==> src/rtl/dram_tile_rd_seq_if.sv <==
`default_nettype none
// ============================================================================
//  Module      : dram_tile_rd_seq_if
//  Description : Command and DRAM front-end master-port signals for the
//                tile read sequencer. The master modport is the sequencer's
//                view; the slave modport is the command source / FIFO side.
//  Revision    : 1.0 - initial release
// ============================================================================
interface dram_tile_rd_seq_if #(
  parameter int ADDR_W = 27,
  parameter int CNT_W  = 16
);
  // command channel
  logic              cmd_valid;
  logic              cmd_ready;
  logic [ADDR_W-1:0] cmd_base;
  logic [CNT_W-1:0]  cmd_ntiles;
  logic [CNT_W-1:0]  cmd_tile_words;
  logic [ADDR_W-1:0] cmd_stride;

  // DRAM front-end master port
  logic              ready;
  logic              rdreq;
  logic [ADDR_W-1:0] address;
  logic              info_valid;
  logic              info_new_tile_k;
  logic              q_valid;

  modport master (
    input  cmd_valid, cmd_base, cmd_ntiles, cmd_tile_words, cmd_stride,
    input  ready, q_valid,
    output cmd_ready, rdreq, address, info_valid, info_new_tile_k
  );

  modport slave (
    output cmd_valid, cmd_base, cmd_ntiles, cmd_tile_words, cmd_stride,
    output ready, q_valid,
    input  cmd_ready, rdreq, address, info_valid, info_new_tile_k
  );
endinterface
`default_nettype wire

==> src/rtl/dram_tile_rd_seq.sv <==
`default_nettype none
// ============================================================================
//  Module      : dram_tile_rd_seq
//  Description : Walks one tile-read command word by word and issues DRAM
//                read requests into the front-end FIFO master port, tagging
//                the first word of each tile. Returned words free credits so
//                no more than CREDITS reads are ever in flight.
//  Options     : DRAM_RD_SEQ_PERF_EN adds stall_cycles / credit_stalls
//                saturating performance counters.
//  Revision    : 1.0 - initial release
// ============================================================================
module dram_tile_rd_seq #(
  parameter int ADDR_W  = 27,
  parameter int CNT_W   = 16,
  parameter int CREDITS = 32
) (
  input  logic                clk,
  input  logic                reset,
  dram_tile_rd_seq_if.master  seq_if,
  output logic                busy,
  output logic                done,
  output logic                err_underflow
`ifdef DRAM_RD_SEQ_PERF_EN
  ,
  output logic [31:0]         stall_cycles,
  output logic [31:0]         credit_stalls
`endif
);

  localparam int                 c_OUT_W   = $clog2(CREDITS + 1);
  localparam logic [c_OUT_W-1:0] c_CREDITS = c_OUT_W'(CREDITS);
  localparam logic [c_OUT_W-1:0] c_OUT_ONE = c_OUT_W'(1);
  localparam logic [CNT_W-1:0]   c_CNT_ONE = CNT_W'(1);

  typedef enum logic [1:0] {
    ST_IDLE  = 2'd0,
    ST_RUN   = 2'd1,
    ST_DRAIN = 2'd2,
    ST_DONE  = 2'd3
  } state_t;

  state_t              r_state;
  state_t              w_state_nxt;

  logic [ADDR_W-1:0]   r_tile_addr;
  logic [ADDR_W-1:0]   r_stride;
  logic [CNT_W-1:0]    r_ntiles;
  logic [CNT_W-1:0]    r_tile_words;
  logic [CNT_W-1:0]    r_tile;
  logic [CNT_W-1:0]    r_word;
  logic [c_OUT_W-1:0]  r_outstanding;
  logic                r_err;

  logic                w_accept;
  logic                w_rdreq;
  logic                w_credit_ok;
  logic                w_last_word;
  logic                w_last_tile;

  assign w_credit_ok = (r_outstanding < c_CREDITS);
  assign w_last_word = (r_word == (r_tile_words - c_CNT_ONE));
  assign w_last_tile = (r_tile == (r_ntiles - c_CNT_ONE));

  // Next-state and handshake decode; issue depends only on registered state
  // plus the live ready, so a stalled request holds nothing.
  always_comb begin
    w_state_nxt = r_state;
    w_accept    = 1'b0;
    w_rdreq     = 1'b0;
    case (r_state)
      ST_IDLE: begin
        w_accept = seq_if.cmd_valid;
        if (w_accept) begin
          w_state_nxt = (seq_if.cmd_ntiles != '0) ? ST_RUN : ST_DRAIN;
        end
      end
      ST_RUN: begin
        w_rdreq = seq_if.ready & w_credit_ok;
        if (w_rdreq && w_last_word && w_last_tile) begin
          w_state_nxt = ST_DRAIN;
        end
      end
      ST_DRAIN: begin
        if (r_outstanding == '0) begin
          w_state_nxt = ST_DONE;
        end
      end
      ST_DONE: begin
        w_state_nxt = ST_IDLE;
      end
      default: begin
        w_state_nxt = ST_IDLE;
      end
    endcase
  end

  // State register.
  always_ff @(posedge clk or posedge reset) begin
    if (reset) begin
      r_state <= ST_IDLE;
    end else begin
      r_state <= w_state_nxt;
    end
  end

  // Command latch and tile/word walk; address wraps modulo 2^ADDR_W.
  always_ff @(posedge clk or posedge reset) begin
    if (reset) begin
      r_tile_addr  <= '0;
      r_stride     <= '0;
      r_ntiles     <= '0;
      r_tile_words <= '0;
      r_tile       <= '0;
      r_word       <= '0;
    end else if (w_accept) begin
      r_tile_addr  <= seq_if.cmd_base;
      r_stride     <= seq_if.cmd_stride;
      r_ntiles     <= seq_if.cmd_ntiles;
      r_tile_words <= (seq_if.cmd_tile_words == '0) ? c_CNT_ONE : seq_if.cmd_tile_words;
      r_tile       <= '0;
      r_word       <= '0;
    end else if (w_rdreq) begin
      if (w_last_word) begin
        r_word      <= '0;
        r_tile      <= r_tile + c_CNT_ONE;
        r_tile_addr <= r_tile_addr + r_stride;
      end else begin
        r_word      <= r_word + c_CNT_ONE;
      end
    end
  end

  // In-flight read count; a return with nothing in flight is flagged sticky.
  always_ff @(posedge clk or posedge reset) begin
    if (reset) begin
      r_outstanding <= '0;
      r_err         <= 1'b0;
    end else begin
      if (w_rdreq && !seq_if.q_valid) begin
        r_outstanding <= r_outstanding + c_OUT_ONE;
      end else if (!w_rdreq && seq_if.q_valid) begin
        if (r_outstanding == '0) begin
          r_err <= 1'b1;
        end else begin
          r_outstanding <= r_outstanding - c_OUT_ONE;
        end
      end
    end
  end

`ifdef DRAM_RD_SEQ_PERF_EN
  logic [31:0] r_stall_cycles;
  logic [31:0] r_credit_stalls;

  // Saturating stall counters, restarted for every accepted command.
  always_ff @(posedge clk or posedge reset) begin
    if (reset) begin
      r_stall_cycles  <= '0;
      r_credit_stalls <= '0;
    end else if (w_accept) begin
      r_stall_cycles  <= '0;
      r_credit_stalls <= '0;
    end else if (r_state == ST_RUN) begin
      if (!w_rdreq && (r_stall_cycles != 32'hFFFF_FFFF)) begin
        r_stall_cycles <= r_stall_cycles + 32'd1;
      end
      if (seq_if.ready && !w_credit_ok && (r_credit_stalls != 32'hFFFF_FFFF)) begin
        r_credit_stalls <= r_credit_stalls + 32'd1;
      end
    end
  end

  assign stall_cycles  = r_stall_cycles;
  assign credit_stalls = r_credit_stalls;
`endif

  assign seq_if.cmd_ready       = (r_state == ST_IDLE);
  assign seq_if.rdreq           = w_rdreq;
  assign seq_if.info_valid      = w_rdreq;
  assign seq_if.info_new_tile_k = w_rdreq & (r_word == '0);
  assign seq_if.address         = r_tile_addr + ADDR_W'(r_word);

  assign busy          = (r_state != ST_IDLE);
  assign done          = (r_state == ST_DONE);
  assign err_underflow = r_err;

endmodule
`default_nettype wire

==> src/flat_wrapper.sv <==
// flat-port wrapper written by rule: the top's interface ports become plain ports
module dram_tile_rd_seq_flat 
#(
  parameter int ADDR_W  = 27,
  parameter int CNT_W   = 16,
  parameter int CREDITS = 32
)
  (clk, reset, busy, done, err_underflow, seq_if_cmd_valid, seq_if_cmd_base, seq_if_cmd_ntiles, seq_if_cmd_tile_words, seq_if_cmd_stride, seq_if_ready, seq_if_q_valid, seq_if_cmd_ready, seq_if_rdreq, seq_if_address, seq_if_info_valid, seq_if_info_new_tile_k);
  dram_tile_rd_seq_if #(.ADDR_W(ADDR_W), .CNT_W(CNT_W)) seq_if_i ();
  input  logic clk;
  input  logic reset;
  output logic busy;
  output logic done;
  output logic err_underflow;
  input wire logic [$bits(seq_if_i.cmd_valid)-1:0] seq_if_cmd_valid;
  input wire logic [$bits(seq_if_i.cmd_base)-1:0] seq_if_cmd_base;
  input wire logic [$bits(seq_if_i.cmd_ntiles)-1:0] seq_if_cmd_ntiles;
  input wire logic [$bits(seq_if_i.cmd_tile_words)-1:0] seq_if_cmd_tile_words;
  input wire logic [$bits(seq_if_i.cmd_stride)-1:0] seq_if_cmd_stride;
  input wire logic [$bits(seq_if_i.ready)-1:0] seq_if_ready;
  input wire logic [$bits(seq_if_i.q_valid)-1:0] seq_if_q_valid;
  output wire logic [$bits(seq_if_i.cmd_ready)-1:0] seq_if_cmd_ready;
  output wire logic [$bits(seq_if_i.rdreq)-1:0] seq_if_rdreq;
  output wire logic [$bits(seq_if_i.address)-1:0] seq_if_address;
  output wire logic [$bits(seq_if_i.info_valid)-1:0] seq_if_info_valid;
  output wire logic [$bits(seq_if_i.info_new_tile_k)-1:0] seq_if_info_new_tile_k;
  assign seq_if_i.cmd_valid = seq_if_cmd_valid;
  assign seq_if_i.cmd_base = seq_if_cmd_base;
  assign seq_if_i.cmd_ntiles = seq_if_cmd_ntiles;
  assign seq_if_i.cmd_tile_words = seq_if_cmd_tile_words;
  assign seq_if_i.cmd_stride = seq_if_cmd_stride;
  assign seq_if_i.ready = seq_if_ready;
  assign seq_if_i.q_valid = seq_if_q_valid;
  assign seq_if_cmd_ready = seq_if_i.cmd_ready;
  assign seq_if_rdreq = seq_if_i.rdreq;
  assign seq_if_address = seq_if_i.address;
  assign seq_if_info_valid = seq_if_i.info_valid;
  assign seq_if_info_new_tile_k = seq_if_i.info_new_tile_k;
  dram_tile_rd_seq #(.ADDR_W(ADDR_W), .CNT_W(CNT_W), .CREDITS(CREDITS)) u_core (.clk(clk), .reset(reset), .seq_if(seq_if_i), .busy(busy), .done(done), .err_underflow(err_underflow));
endmodule
==> config.mk <==
export PLATFORM = sky130hd
export DESIGN_NAME = dram_tile_rd_seq_flat
export DESIGN_NICKNAME = d
export VERILOG_FILES = /design/src/rtl/dram_tile_rd_seq_if.sv /design/src/rtl/dram_tile_rd_seq.sv /design/src/flat_wrapper.sv
export SDC_FILE = /design/constraint.sdc
export NUM_CORES = 1
export LEC_CHECK = 0
export ABC_AREA = 1
export CAP_MARGIN = 20
export CORE_MARGIN = 1.5
export CORE_UTILIZATION = 35
export CTS_CLUSTER_SIZE = 12
export DETAILED_ROUTE_END_ITERATION = 8
export HOLD_SLACK_MARGIN = 0.02
export PLACE_DENSITY = 0.6
export SLEW_MARGIN = 15
export SYNTH_ARGS = -nofsm -noshare
export SYNTH_HDL_FRONTEND = slang
export SYNTH_SLANG_ARGS = --single-unit
==> constraint.sdc <==
create_clock -name clk -period 6.1 [get_ports clk]
set_input_delay 0.61 -clock clk [delete_from_list [all_inputs] [get_ports clk]]
set_output_delay 0.61 -clock clk [all_outputs]
set_load 0.01 [all_outputs]
* Word level (Yosys, flattened, before mapping)
Index checks and enable logic that the tools add are counted.
** Storage, ports and cells
- Bits in registers :: 127
- Bits in latches :: 0
- Bits in writable memories :: 0
- Bits in read-only memories :: 0
- Input port bits :: 91
- Memories :: 0
** Cells by class
- Add/sub/neg operators :: 8
- $mul :: 0
- Divide/modulo/power cells :: 0
- $lt $le $gt $ge :: 1
- Equal/unequal tests :: 9
- Shift operators :: 0
- Multiplexer cells :: 20
- Bitwise operators :: 3
- Reduce and logical (&&, ||, !) cells :: 19
** Operators by type and width (count)
- $mux 16 :: 7
- $mux 27 :: 3
- $add 16x1->16 const B :: 2
- $eq 16x16->1 :: 2
- $logic_not 16->1 :: 2
- $sub 16x1->16 const B :: 2
- $add 27x16->27 :: 1
- $add 27x27->27 :: 1
- $mux 6 :: 3
- $reduce_bool 16->1 :: 1
- $mux 2 :: 4
- $pmux 2 s4 :: 1
- $reduce_bool 2->1 :: 4
- $add 6x1->6 const B :: 1
- $logic_not 6->1 :: 1
- $lt 6x6->1 const B :: 1
- $reduce_and 3->1 :: 2
- $sub 6x1->6 const B :: 1
- $eq 2x2->1 const B :: 2
- $logic_and 1x1->1 :: 4
- $ne 2x1->1 const B :: 2
- $ne 2x2->1 const B :: 2
- $reduce_and 2->1 :: 2
- $and 1x1->1 :: 2
- other kinds (5) :: 7

* Depth between registers and ports, before layout
Gate-level depths: netlist of run 1.
- Word-level depth :: 7
- Depth in mapped cells :: 18

* Least setup slack after synthesis of run 1
Ideal clock, no wire load.
- Path type :: reg-to-output
- From :: reg u_core.r_word[0]
- To :: out seq_if_address[24]
- Arrival :: 2.266 ns
- Path slack :: 3.224 ns
- Stages on the path, launching flop included :: 14
- Cell sequence :: dfrtp_1 -> ha_1 -> inv_1 -> fa_1 -> inv_1 -> nand3_1 -> nand2_1 -> a21oi_1 -> o21ai_1 -> a21oi_1 -> o21ai_1 -> nand2_1 -> o21ai_0 -> nand2_1
** On the way
- Longest elaborated chain between the ends :: 1
** RTL lines
- from (decl) :: RTL line dram_tile_rd_seq.sv:50 : logic [CNT_W-1:0] r_word;
- from (signal assigned) :: RTL line dram_tile_rd_seq.sv:128 : r_word <= r_word + c_CNT_ONE;
- $add 27x16->27 :: RTL line dram_tile_rd_seq.sv:181 : assign seq_if.address = r_tile_addr + ADDR_W'(r_word);
- to (decl) :: RTL line flat_wrapper.sv:24 : output wire logic [$bits(seq_if_i.address)-1:0] seq_if_address;
No other way between the ends.

* Final worst setup path of run 1
Same ends and word-level chain as after synthesis.

==> impl_metrics.py, run 1 <==
metrics = {
    "final_layout": {
        "fin_cells": 1986,
        "layout.cells.most_common_list": "nand2_1, inv_1, dfrtp_1",
        "final_common_cell": "nand2_1",
        "n_antenna_cell": 0,
        "final_nets": 1746,
        "drive_gt1_share_pct": 4.23,
        "finalInstanceArea_um2": 12100,
        "syn_to_final_growth_pct": 23.2,
        "utilization_pct": 43.8,
    },
    "detailed_routing": {
        "antenna_left": 0,
        "vias": 9763,
        "drtIter0Drc": 664,
        "dr.pass1.iters": 5,
        "drc_errors": 0,
        "routed_wl_um": 30300,
        "routed_via_density": 4.92,
        "wl_per_cell_um": 15.2,
    },
    "clock_tree": {
        "clock-sinks": 127,
        "cts_buffers": 17,
        "cts_resized": 0,
        "clk_path_buf_depth": 2,
        "post-cts-setup-buffers": 0,
        "clk_pin_slew_ns": 0.06,
        "cts_tree": "done",
        "htreeDepth": 4,
        "postCtsHoldBufs": 0,
        "clk_latency_ns": 0.43,
        "root_buffer": "clkbuf_16",
    },
    "logic_synthesis": {
        "synthCells": 1480,
        "syn_avg_cell_area_um2": 6.65,
        "ys_seq_area_share_pct": 32.3,
        "ys_types": 42,
        "synth_warnings": 0,
        "ys_ff_latch": 127,
        "synth_nets": 1631,
        "syn_area_um2": 9850,
    },
    "floorplan": {
        "row_count": 61,
        "io_pins": 125,
        "core_area_um2": 27700,
        "die_x_um": 171,
        "initial_core_util_pct": 35.5,
        "die-area_um2": 29200,
        "die_y_um": 171,
    },
    "sta": {
        "worst_clock_skew_ns": 0.0125,
        "setup_viol": 0,
        "tightest_slew_ns": 0.875,
        "worst_hold_slack_ns": 0.455,
        "finalWorstPathRequiredPeriod_ns": 4.36,
        "timing.fmax_mhz": 229,
        "maxSlewViolCount": 0,
        "setup_tns_ns": 0,
        "hold_violations": 0,
        "post-route-period-util_pct": 71.5,
        "slew_headroom_pct": 41.7,
        "layout_setup_ws_ns": 1.74,
        "grt_setup_unrepaired": "no",
    },
    "power": {
        "p_leak_nw": 5.94,
        "power.density_nw_per_um2": 503,
        "ir_drop_uv": 223,
        "total_power_mw": 6.11,
    },
    "critical_path": {
        "crit_fanout": 5,
        "r2r_cells": 16,
        "r2r-end": "u_core.r_word[15]$_DFFE_PP0P_",
        "r2r_setup_slack_ns": 3.08,
        "cp-start-kind": "flop",
        "critPathKind": "flop to output pin",
        "crit_required_ns": 5.49,
        "critPathCapture": "seq_if_address[24]",
        "r2r-start": "u_core.r_tile_words[0]$_DFFE_PP0P_",
        "crit_start": "u_core.r_word[0]$_DFFE_PP0P_",
        "cp.arrival_ns": 3.75,
        "end_kind": "output pin",
    },
    "global_routing": {
        "grtUsageTotal_pct": 21.3,
        "grt_pass1_wl_um": 48400,
        "grt_pass1_vias": 9521,
        "overflow": 0,
        "antenna_found_initial": 0,
        "grt_max_degree": 70,
    },
    "run_status": {
        "status": "complete, no violations",
    },
    "placed_design": {
        "dp_hpwl_um": 23000,
        "place_ws_ns": 2.19,
        "place.gp.congestion": 0.911,
        "dp.cells": 1953,
        "dpl_cell_area_um2": 11500,
        "numPortBuffers": 124,
    },
    "flow_run": {
        "drv_cap": 0,
    },
    "min_path": {
        "min_path_type": "flop to flop",
    },
}
## synthesized netlist by cell type, drive strengths merged
master | count | area, um^2
nor3b | 1 | 7.51
a21oi | 58 | 290
a31o | 1 | 8.76
nor2 | 127 | 482
o22a | 1 | 8.76
ha | 57 | 713
a31oi | 2 | 12.5
buf | 14 | 85.1
nand4 | 22 | 138
o221ai | 1 | 8.76
o21bai | 2 | 15.0
dfrtp | 127 | 3180
xor2 | 48 | 420
nand2 | 520 | 1950
and3 | 4 | 25.0
nand3b | 8 | 60.1
or2 | 15 | 93.8
a21boi | 1 | 7.51
inv | 157 | 589
o21a | 3 | 22.5
a21o | 3 | 22.5
fa | 3 | 60.1
o22ai | 11 | 68.8
clkbuf | 22 | 82.6
xnor2 | 24 | 210
nor3 | 18 | 100
nand3 | 113 | 571
o21ai | 102 | 514
o31ai | 3 | 22.5
a22oi | 1 | 7.51
nor4 | 11 | 68.8
## critical path: stages, from the launching register on
cell,delay (ns)
dfrtp_1,0.43
ha_1,0.20
inv_1,0.08
fa_1,0.40
inv_1,0.07
nand3_1,0.06
nand2_1,0.10
a21oi_1,0.12
o21ai_1,0.33
a21oi_1,0.17
o21ai_1,0.41
nand2_1,0.18
nor2_1,0.12
nand2_1,0.06
nand2_1,0.06
clkdlybuf4s50_1,0.53
## final cells by class
cell class                 count  area (um^2)
multi-input combinational   1160         5920
sequential                   127         3180
clock inverter                11          179
timing repair buffer         132         1320
inverter                     157          592
fill                        2848        15600
clock buffer                  21          470
tap                          378          473
## state kept, by name (all words and copies together) (netlist names)
register and flops:
u_core.r_ntiles 16, u_core.r_tile 16, u_core.r_outstanding 6, u_core.r_stride 27
u_core.r_word 16, u_core.r_tile_words 16, u_core.err_underflow 1, u_core.r_state 2
u_core.r_tile_addr 27
## where the power goes
group / total [mW] / internal [mW] / switching (mW)
clock: 1.14 / 0.722 / 0.422
sequential: 1.58 / 1.17 / 0.406
combinational: 3.39 / 1.34 / 2.05
## cells by family (layout without fill, tap and decap cells)
group / after synthesis / in the layout / share of synthesized area [%]
adder cells (fa/ha/maj): 60 / 60 / 7.85
XOR/XNOR: 72 / 72 / 6.40
buffers and inverters: 193 / 321 / 7.69
AND/OR/NAND/NOR: 839 / 839 / 35.5
AO/OA/AOI/OAI: 189 / 189 / 10.3
flip-flops: 127 / 127 / 32.3
## worst min path at each step
| stage | from | to | cells past startpoint |
|---|---|---|---|
| after global routing | u_core.err_underflow$_DFFE_PP0P_ | u_core.err_underflow$_DFFE_PP0P_ | 1 |
| after global placement | u_core.err_underflow$_DFFE_PP0P_ | u_core.err_underflow$_DFFE_PP0P_ | 1 |
| after floorplan | u_core.r_ntiles[1]$_DFFE_PP0P_ | u_core.r_ntiles[1]$_DFFE_PP0P_ | 2 |
| after CTS | u_core.err_underflow$_DFFE_PP0P_ | u_core.err_underflow$_DFFE_PP0P_ | 1 |
| final | u_core.err_underflow$_DFFE_PP0P_ | u_core.err_underflow$_DFFE_PP0P_ | 1 |
| after detailed placement | u_core.err_underflow$_DFFE_PP0P_ | u_core.err_underflow$_DFFE_PP0P_ | 1 |
## layer usage
metal | GRT usage, % | wire (um) | up-vias
li1 | - | - | 5009
met1 | 27.9 | 14400 | 4483
met2 | 36.1 | 14100 | 236
met3 | 3.45 | 1180 | 35
met4 | 6.19 | 580 | 0
met5 | 0 | 0 | -
No activity file was read; power rests on OpenSTA's default activity.
==> inputs of run 2 (changes only) <==
--- a/config.mk
+++ b/config.mk
@@ -12,7 +12,7 @@
 export CTS_CLUSTER_SIZE = 12
 export DETAILED_ROUTE_END_ITERATION = 8
 export HOLD_SLACK_MARGIN = 0.02
-export PLACE_DENSITY = 0.6
+export PLACE_DENSITY = 0.62
 export SLEW_MARGIN = 15
 export SYNTH_ARGS = -nofsm -noshare
 export SYNTH_HDL_FRONTEND = slang
==> constraint.sdc (replaced) <==
create_clock -name clk -period 3.91 [get_ports clk]
set_input_delay 0.391 -clock clk [delete_from_list [all_inputs] [get_ports clk]]
set_output_delay 0.391 -clock clk [all_outputs]
set_load 0.01 [all_outputs]
==> impl_metrics.py, run 2 (same netlist as run 1, synthesis figures left out) <==
metrics = {
    "run_status": {
        "status": "complete, no violations",
    },
    "detailed_routing": {
        "routed_via_density": 5.00,
        "routed_wl_um": 30400,
        "drtIter0Drc": 646,
        "wl_per_cell_um": 15.3,
        "antenna_left": 0,
        "drc_errors": 0,
        "dr.pass1.iters": 5,
        "vias": 9960,
    },
    "floorplan": {
        "die-area_um2": 29200,
        "row_count": 61,
        "core_area_um2": 27700,
        "die_y_um": 171,
        "die_x_um": 171,
        "initial_core_util_pct": 35.5,
        "io_pins": 125,
    },
    "sta": {
        "post-route-period-util_pct": 95.0,
        "setup_viol": 0,
        "slew_headroom_pct": 51.0,
        "finalWorstPathRequiredPeriod_ns": 3.71,
        "hold_violations": 0,
        "maxSlewViolCount": 0,
        "timing.fmax_mhz": 269,
        "tightest_slew_ns": 0.734,
        "layout_setup_ws_ns": 0.197,
        "worst_clock_skew_ns": 0.0123,
    },
    "global_routing": {
        "overflow": 0,
        "grtUsageTotal_pct": 21.4,
        "antenna_found_initial": 0,
        "grt_max_degree": 70,
        "grt_pass1_wl_um": 49100,
        "grt_pass1_vias": 9737,
    },
    "clock_tree": {
        "postCtsHoldBufs": 0,
        "cts_buffers": 17,
        "htreeDepth": 4,
        "root_buffer": "clkbuf_16",
        "clk_pin_slew_ns": 0.07,
        "clk_latency_ns": 0.43,
        "cts_tree": "done",
        "clock-sinks": 127,
        "clk_path_buf_depth": 2,
    },
    "flow_run": {
        "drv_cap": 0,
    },
    "power": {
        "ir_drop_uv": 347,
        "total_power_mw": 9.34,
        "power.density_nw_per_um2": 771,
        "p_leak_nw": 5.94,
    },
    "critical_path": {
        "crit_chain": "ha_1, inv_1, fa_1, inv_1, nand3_1, nand2_1, a21oi_2, o21ai_2, a21oi_2, o21ai_2, nand2_1, o21ai_0, nand2_1, clkdlybuf4s50_1",
        "cp.arrival_ns": 3.32,
        "crit_required_ns": 3.52,
        "crit_path_frequent_cell": "nand2_1",
        "end_kind": "output pin",
        "critPathKind": "flop to output pin",
        "slowest_delay_ns": 0.48,
        "cpMaxStageDelayCell": "clkdlybuf4s50_1",
        "crit_fanout": 5,
        "cp-start-kind": "flop",
    },
    "final_layout": {
        "drive_gt1_share_pct": 4.84,
        "layout.cells.most_common_list": "nand2_1, inv_1, dfrtp_1",
        "top_regs": "u_core.r_stride: 27 flops, u_core.r_tile_addr: 27 flops",
        "syn_to_final_growth_pct": 23.0,
        "final_common_cell": "nand2_1",
        "n_antenna_cell": 0,
        "final_nets": 1751,
    },
    "min_path": {
        "min_path_type": "input port to asynchronous set/reset pin",
    },
    "placed_design": {
        "numPortBuffers": 124,
        "place_ws_ns": 0.332,
        "dp_hpwl_um": 23400,
        "place.gp.congestion": 0.945,
    },
}
## run 2: path summary, 6_finish.rpt
check	from	to	slack, ns	cells after the start
hold reg to reg	u_core.err_underflow$_DFFE_PP0P_	u_core.err_underflow$_DFFE_PP0P_	0.46	1
min in group clk	u_core.err_underflow$_DFFE_PP0P_	u_core.err_underflow$_DFFE_PP0P_	0.46	1
setup reg to reg	u_core.r_tile_words[0]$_DFFE_PP0P_	u_core.r_word[1]$_DFFE_PP0P_	1.14	16
hold / removal	reset	u_core.r_stride[9]$_DFFE_PP0P_	0.43	2
setup / recovery	u_core.r_word[0]$_DFFE_PP0P_	seq_if_address[24]	0.20	14
max in group asynchronous	reset	u_core.r_word[0]$_DFFE_PP0P_	2.59	3
## run 2: repair_timing
action,CTS,global route
pin swaps,1,1
buffers inserted,1,1
setup endpoints to repair,4,5
resized for setup,2,3
## run 2: per-stage QoR
| stage | instance area (um^2) | util (%) | hold slack (ns) | TNS (ns) | instances |
|---|---|---|---|---|---|
| 6_report | 12100 | 43.7 | 0.431 | 0 | 1991 |
| 3_5_place_dp | 11500 | 41.6 | 0.451 | 0 | 1957 |
| 2_1_floorplan | 9850 | - | 0.453 | 0 | 1480 |
| 5_1_grt | 12100 | 43.7 | 0.485 | -0.0417 | 1991 |
| 4_1_cts | 12100 | 43.7 | 0.462 | 0 | 1990 |
| 3_3_place_gp | 11500 | 41.6 | 0.444 | 0 | 1957 |
## run 2: report_power, final
part | internal, mW | total (mW) | switching [mW]
clock network | 0.936 | 1.58 | 0.645
logic | 2.09 | 5.30 | 3.20
registers | 1.83 | 2.46 | 0.629
total | 4.86 | 9.34 | 4.48
## run 2: worst max-delay path, delay by kind of cell, from the launching register on
kind / cells / cell delay (ns)
adder cells (fa/ha/maj): 2 / 0.59
buffers and inverters: 3 / 0.63
flip-flops: 1 / 0.41
AO/OA/AOI/OAI: 5 / 0.86
AND/OR/NAND/NOR: 4 / 0.41
## run 2: per-layer routing
metal  wire [um]  part of all wire, %  GRT usage, %  vias up
met2       14100                   46          35.5      259
met4         619                  2.0          6.89        0
li1            -                    -             -     5029
met3        1440                  4.7          3.42       45
met5           0                    0             0        -
met1       14200                   47          28.4     4627
## run 2: cell type report
type / instances / area (um^2)
clock buffers: 18 / 429
inverters: 157 / 592
multi-input cells: 1160 / 5940
flip-flops and latches: 127 / 3180
clock inverters: 14 / 143
repair buffers: 137 / 1360
well taps: 378 / 473
fillers: 2882 / 15600
==> inputs of run 3 (changes only) <==
--- a/config.mk
+++ b/config.mk
@@ -6,14 +6,13 @@
 export NUM_CORES = 1
 export LEC_CHECK = 0
 export ABC_AREA = 1
-export CAP_MARGIN = 20
 export CORE_MARGIN = 1.5
 export CORE_UTILIZATION = 35
 export CTS_CLUSTER_SIZE = 12
 export DETAILED_ROUTE_END_ITERATION = 8
 export HOLD_SLACK_MARGIN = 0.02
 export PLACE_DENSITY = 0.62
-export SLEW_MARGIN = 15
+export SLEW_MARGIN = 20
 export SYNTH_ARGS = -nofsm -noshare
 export SYNTH_HDL_FRONTEND = slang
 export SYNTH_SLANG_ARGS = --single-unit
==> results of run 3 <==
Same layout as run 2: the final DEF is identical, and so are final timing and power.
==> variant 1 (settings of run 3) <==
`CNT_W` is set to 16 in 3 places; all go to 14.
--- a/src/rtl/dram_tile_rd_seq_if.sv
+++ b/src/rtl/dram_tile_rd_seq_if.sv
@@ -9,5 +9,5 @@
 interface dram_tile_rd_seq_if #(
   parameter int ADDR_W = 27,
-  parameter int CNT_W  = 16
+  parameter int CNT_W  = 14
 );
   // command channel
--- a/src/rtl/dram_tile_rd_seq.sv
+++ b/src/rtl/dram_tile_rd_seq.sv
@@ -12,5 +12,5 @@
 module dram_tile_rd_seq #(
   parameter int ADDR_W  = 27,
-  parameter int CNT_W   = 16,
+  parameter int CNT_W   = 14,
   parameter int CREDITS = 32
 ) (
--- a/src/flat_wrapper.sv
+++ b/src/flat_wrapper.sv
@@ -3,5 +3,5 @@
 #(
   parameter int ADDR_W  = 27,
-  parameter int CNT_W   = 16,
+  parameter int CNT_W   = 14,
   parameter int CREDITS = 32
 )
Ports: changed (resized seq_if_cmd_ntiles and seq_if_cmd_tile_words); port bits go from 125 to 121. No check against the original RTL was run, so the function may have changed too.
==> variant 1 against run 3 <==
Setup slack gained 0.098 ns. Routed wire length shrank 14%. Synthesized area shrank 7.7%. Worst hold slack lost 0.18 ns. Sequential power shrank 9.3%. Critical path depth shrank 3. Final cell count shrank 10%. First-iteration DRC count grew 3.4%. Power shrank 10%. Cell area shrank 7.7%. Global-route usage shrank 1.5 points. Sequential cell count shrank 8. Critical endpoint is now seq_if_address[23].
==> variant 1: results (changes against run 3) <==
| Metric | Value |
|---|---|
| GRT Overall Usage | 0.199 (was 0.214) |
| DP HPWL | 19300 um (was 23400 um) |
| Mux share of post-synthesis cell area | 0.00674 (was 0) |
| Area contributors post-synth | dfrtp_1 33%, nand2_1 18%, ha_1 7.6% (was dfrtp_1 32%, nand2_1 20%, ha_1 7.2%) |
| Outcome | completed (unchanged) |
| RePlAce Congestion | 0.898 (was 0.945) |
| Final wirelength | 26000 um (was 30400 um) |
| Vias in the first global route | 8548 (was 9737) |
| CP top delay family | simple AND/OR/NAND/NOR gates (was compound AO/OA/AOI/OAI gates) |
| WP data arrival | 3.22 ns (was 3.32 ns) |
| Setup WS pre-CTS | 0.514 ns (was 0.332 ns) |
| I/O Buffers | 120 (was 124) |
| Sequential fraction of the synthesis area | 0.328 (was 0.323) |
| Final nets | 1587 (was 1751) |
| Yosys cell types | 39 (was 42) |
| First-pass GRT wire length | 42300 um (was 49100 um) |
| Critical path's largest stage delay | 0.56 ns (was 0.48 ns) |
| Starting DRC count in detailed routing | 668 (was 646) |
| Hold_ws | 0.256 ns (was 0.431 ns) |
| Largest net degree at the start of global routing | 104 (was 70) |
| Switching Fraction | 0.466 (was 0.479) |
| Compound-Gate Fraction of Synth Area | 0.103 (about the same) |
| CP Max Fanout | 4 (was 5) |
| Post-Synth Adder-Cell Area | 0.0823 (was 0.0785) |
| Max VDD drop | 350 uV (was 347 uV) |
variant 1: cell types whose count changed after synthesis, sizes merged, moves of 6 or more:
cell | before | now
dfrtp | 127 | 119
inv | 157 | 129
nand2 | 520 | 442
nand3 | 113 | 107
nor2 | 127 | 108
o22ai | 11 | 3
xnor2 | 24 | 18
xor2 | 48 | 54
variant 1: layout make-up:
cell class	count	area (um2)	area share
multi-input combinational	1045	5470	0.489
sequential	119	2980	0.266
clock inverter	9	77.6	0.00694
tap	330	413	0.0369
timing repair buffer	129	1280	0.115
clock buffer	21	470	0.0421
inverter	130	490	0.0439
variant 1: how the worst max path moves through the flow:
stage / from / to / slack (ns) / cells after the start
floorplan: reset / u_core.err_underflow / 0.36 / 1
global placement: u_core.r_word[0] / seq_if_address[24] / 0.57 / 12
detailed placement: u_core.r_word[0] / seq_if_address[26] / 0.51 / 12
CTS: u_core.r_word[0] / seq_if_address[26] / 0.05 / 12
global route: u_core.r_tile_addr[2] / seq_if_address[23] / 0.04 / 11
finish: u_core.r_word[2] / seq_if_address[23] / 0.29 / 11
variant 1: power by group through the flow:
| stage | Sequential (W) | Clock (W) | Combinational [W] |
|---|---|---|---|
| floorplan | 0.00206 | 0 | 0.00336 |
| global placement | 0.00223 | 0 | 0.00457 |
| detailed placement | 0.00223 | 0 | 0.00461 |
| CTS | 0.00222 | 0.00153 | 0.00464 |
| global route | 0.00230 | 0.00159 | 0.00527 |
| finish | 0.00223 | 0.00150 | 0.00464 |
variant 1: stage by stage:
step / cell area (um2) / utilization / instances / power [W]
3_5_place_dp: 10600 / 0.420 / 1753 / 0.00684
2_1_floorplan: 9090 / - / 1327 / 0.00542
3_3_place_gp: 10600 / 0.420 / 1753 / 0.00680
6_report: 11200 / 0.441 / 1783 / 0.00837
4_1_cts: 11200 / 0.441 / 1783 / 0.00839
5_1_grt: 11200 / 0.441 / 1783 / 0.00916
variant 1: repair_timing:
item,4_1_cts,5_1_grt
setup endpoints to repair,0,12
hold buffers,0,0
gates resized for setup,0,4
setup buffers,0,0
variant 1: layer usage:
layer  part of all wire  GRT usage  vias up  wire length, um
met3              0.055     0.0351       42             1430
met5                  0          0        -                0
met1               0.46      0.267     4113            12000
li1                   -          -     4539                -
met4              0.019     0.0570        0              507
met2               0.46      0.329      254            12000
variant 1: cells by family after synthesis:
logic type               count (synthesis)
multiplexers                             6
flip-flops                             119
adder cells (fa/ha/maj)                 58
AO/OA/AOI/OAI                          175
XOR/XNOR                                72
AND/OR/NAND/NOR                        734
buffers and inverters                  163
==> variant 2 (flow settings as in run 3) <==
Without the edit above. Register the output `err_underflow` once more; this adds one clock of latency there. The other outputs are not delayed to match.
--- a/src/rtl/dram_tile_rd_seq.sv
+++ b/src/rtl/dram_tile_rd_seq.sv
@@ -183,5 +183,7 @@
   assign busy          = (r_state != ST_IDLE);
   assign done          = (r_state == ST_DONE);
-  assign err_underflow = r_err;
+  always_ff @(posedge clk) begin
+    err_underflow <= r_err;
+  end
 
 endmodule
Check against the original RTL: not equivalent (a bounded check fails within 4 cycles, from zero or initial values and one cycle with reset high).
==> variant 2 against run 3 <==
Sequential cell count rose by 1. Sequential share of layout area barely moved. Count of clock-buffer cells in the layout did not move. Combinational power barely moved. Routed wire length fell by 0.99%. Synthesized area rose by 0.20%. Setup slack improved by 0.043 ns. Cell area rose by 0.68%. Fmax rose by 1.2%. Final cell count barely moved. Power rose by 2.5%. Largest cell class unchanged. Highest routed layer unchanged.
==> variant 2: results (changes against run 3) <==
| Metric | Value |
|---|---|
| DP HPWL | 23000 um (was 23400 um) |
| Outcome | completed (unchanged) |
| Met1 Wirelength | 14000 um (was 14200 um) |
| Post-Synthesis Net Count | 1632 (was 1631) |
| First-pass GRT wire length | 48600 um (was 49100 um) |
| Wire length on met2 | 13600 um (was 14100 um) |
| RePlAce Congestion | 0.926 (was 0.945) |
| Critical path's largest stage delay | 0.52 ns (was 0.48 ns) |
| Final Cycle Share | 0.939 (was 0.950) |
| Final wirelength | 30100 um (was 30400 um) |
| CTS resizes | 1 (was 2) |
| Vias per cell | 5.02 (was 5.00) |
| Share of cells above drive strength 1 | 0.0490 (was 0.0484) |
| FF-to-FF End | u_core.r_outstanding[5] (was u_core.r_word[1]) |
| Vias in the first global route | 9686 (was 9737) |
| Switching Fraction | 0.473 (was 0.479) |
| Skew final | 0.0119 ns (was 0.0123 ns) |
| WL met3 | 1480 um (was 1440 um) |
| Leakage power total | 5.96 nW (was 5.94 nW) |
| Placed cell count | 1958 (was 1957) |
| R2r startpoint | u_core.r_outstanding[5] (was u_core.r_tile_words[0]) |
| Final nets | 1750 (was 1751) |
| GRT Overall Usage | 0.212 (was 0.214) |
| Setup WS pre-CTS | 0.316 ns (was 0.332 ns) |
| Fraction of registers with async set or reset after synthesis | 0.992 (was 1.00) |
| Fillers | 2869 (was 2882) |
| Met1 GRT Util | 0.282 (was 0.284) |
| Comb pwr share | 0.556 (was 0.567) |
| Slew headroom | 0.456 (was 0.510) |
| Largest net degree at the start of global routing | 87 (was 70) |
| Met3 global-route usage | 0.0291 (was 0.0342) |
| R2R depth | 14 (was 16) |
| Starting DRC count in detailed routing | 739 (was 646) |
| Placed cell area | 0.0115 mm2 (about the same) |
| Pwr per Cell Area | 785 mW/mm2 (was 771 mW/mm2) |
| Cells after synthesis | 1481 (was 1480) |
| Vias | 9999 (was 9960) |
| Post-CTS Setup Bufs | 0 (was 1) |
[variant 2: layout make-up]
type,count,area [um2],area share
clock buffers,18,439,0.0360
multi-input cells,1160,5940,0.487
repair buffers,135,1350,0.111
clock inverters,14,203,0.0166
flip-flops and latches,128,3200,0.262
inverters,157,592,0.0485
well taps,378,473,0.0388
[variant 2: kinds of logic after synthesis]
logic type      Yosys count  synth area share
simple gates            839             0.355
buf+inv                 193            0.0767
compound gates          189             0.102
flops                   128             0.324
xor+xnor                 72            0.0639
fa+ha+maj                60            0.0784
[variant 2: worst min-delay path by stage]
stage	to	slack, ns	depth (start not counted)	startpoint
2_1_floorplan	u_core.err_underflow	0.35	0	u_core.r_err
3_3_place_gp	u_core.err_underflow	0.36	0	u_core.r_err
3_5_place_dp	u_core.err_underflow	0.36	0	u_core.r_err
4_1_cts	u_core.err_underflow	0.38	0	u_core.r_err
5_1_grt	u_core.err_underflow	0.40	0	u_core.r_err
6_report	u_core.r_stride[8]	0.38	2	reset
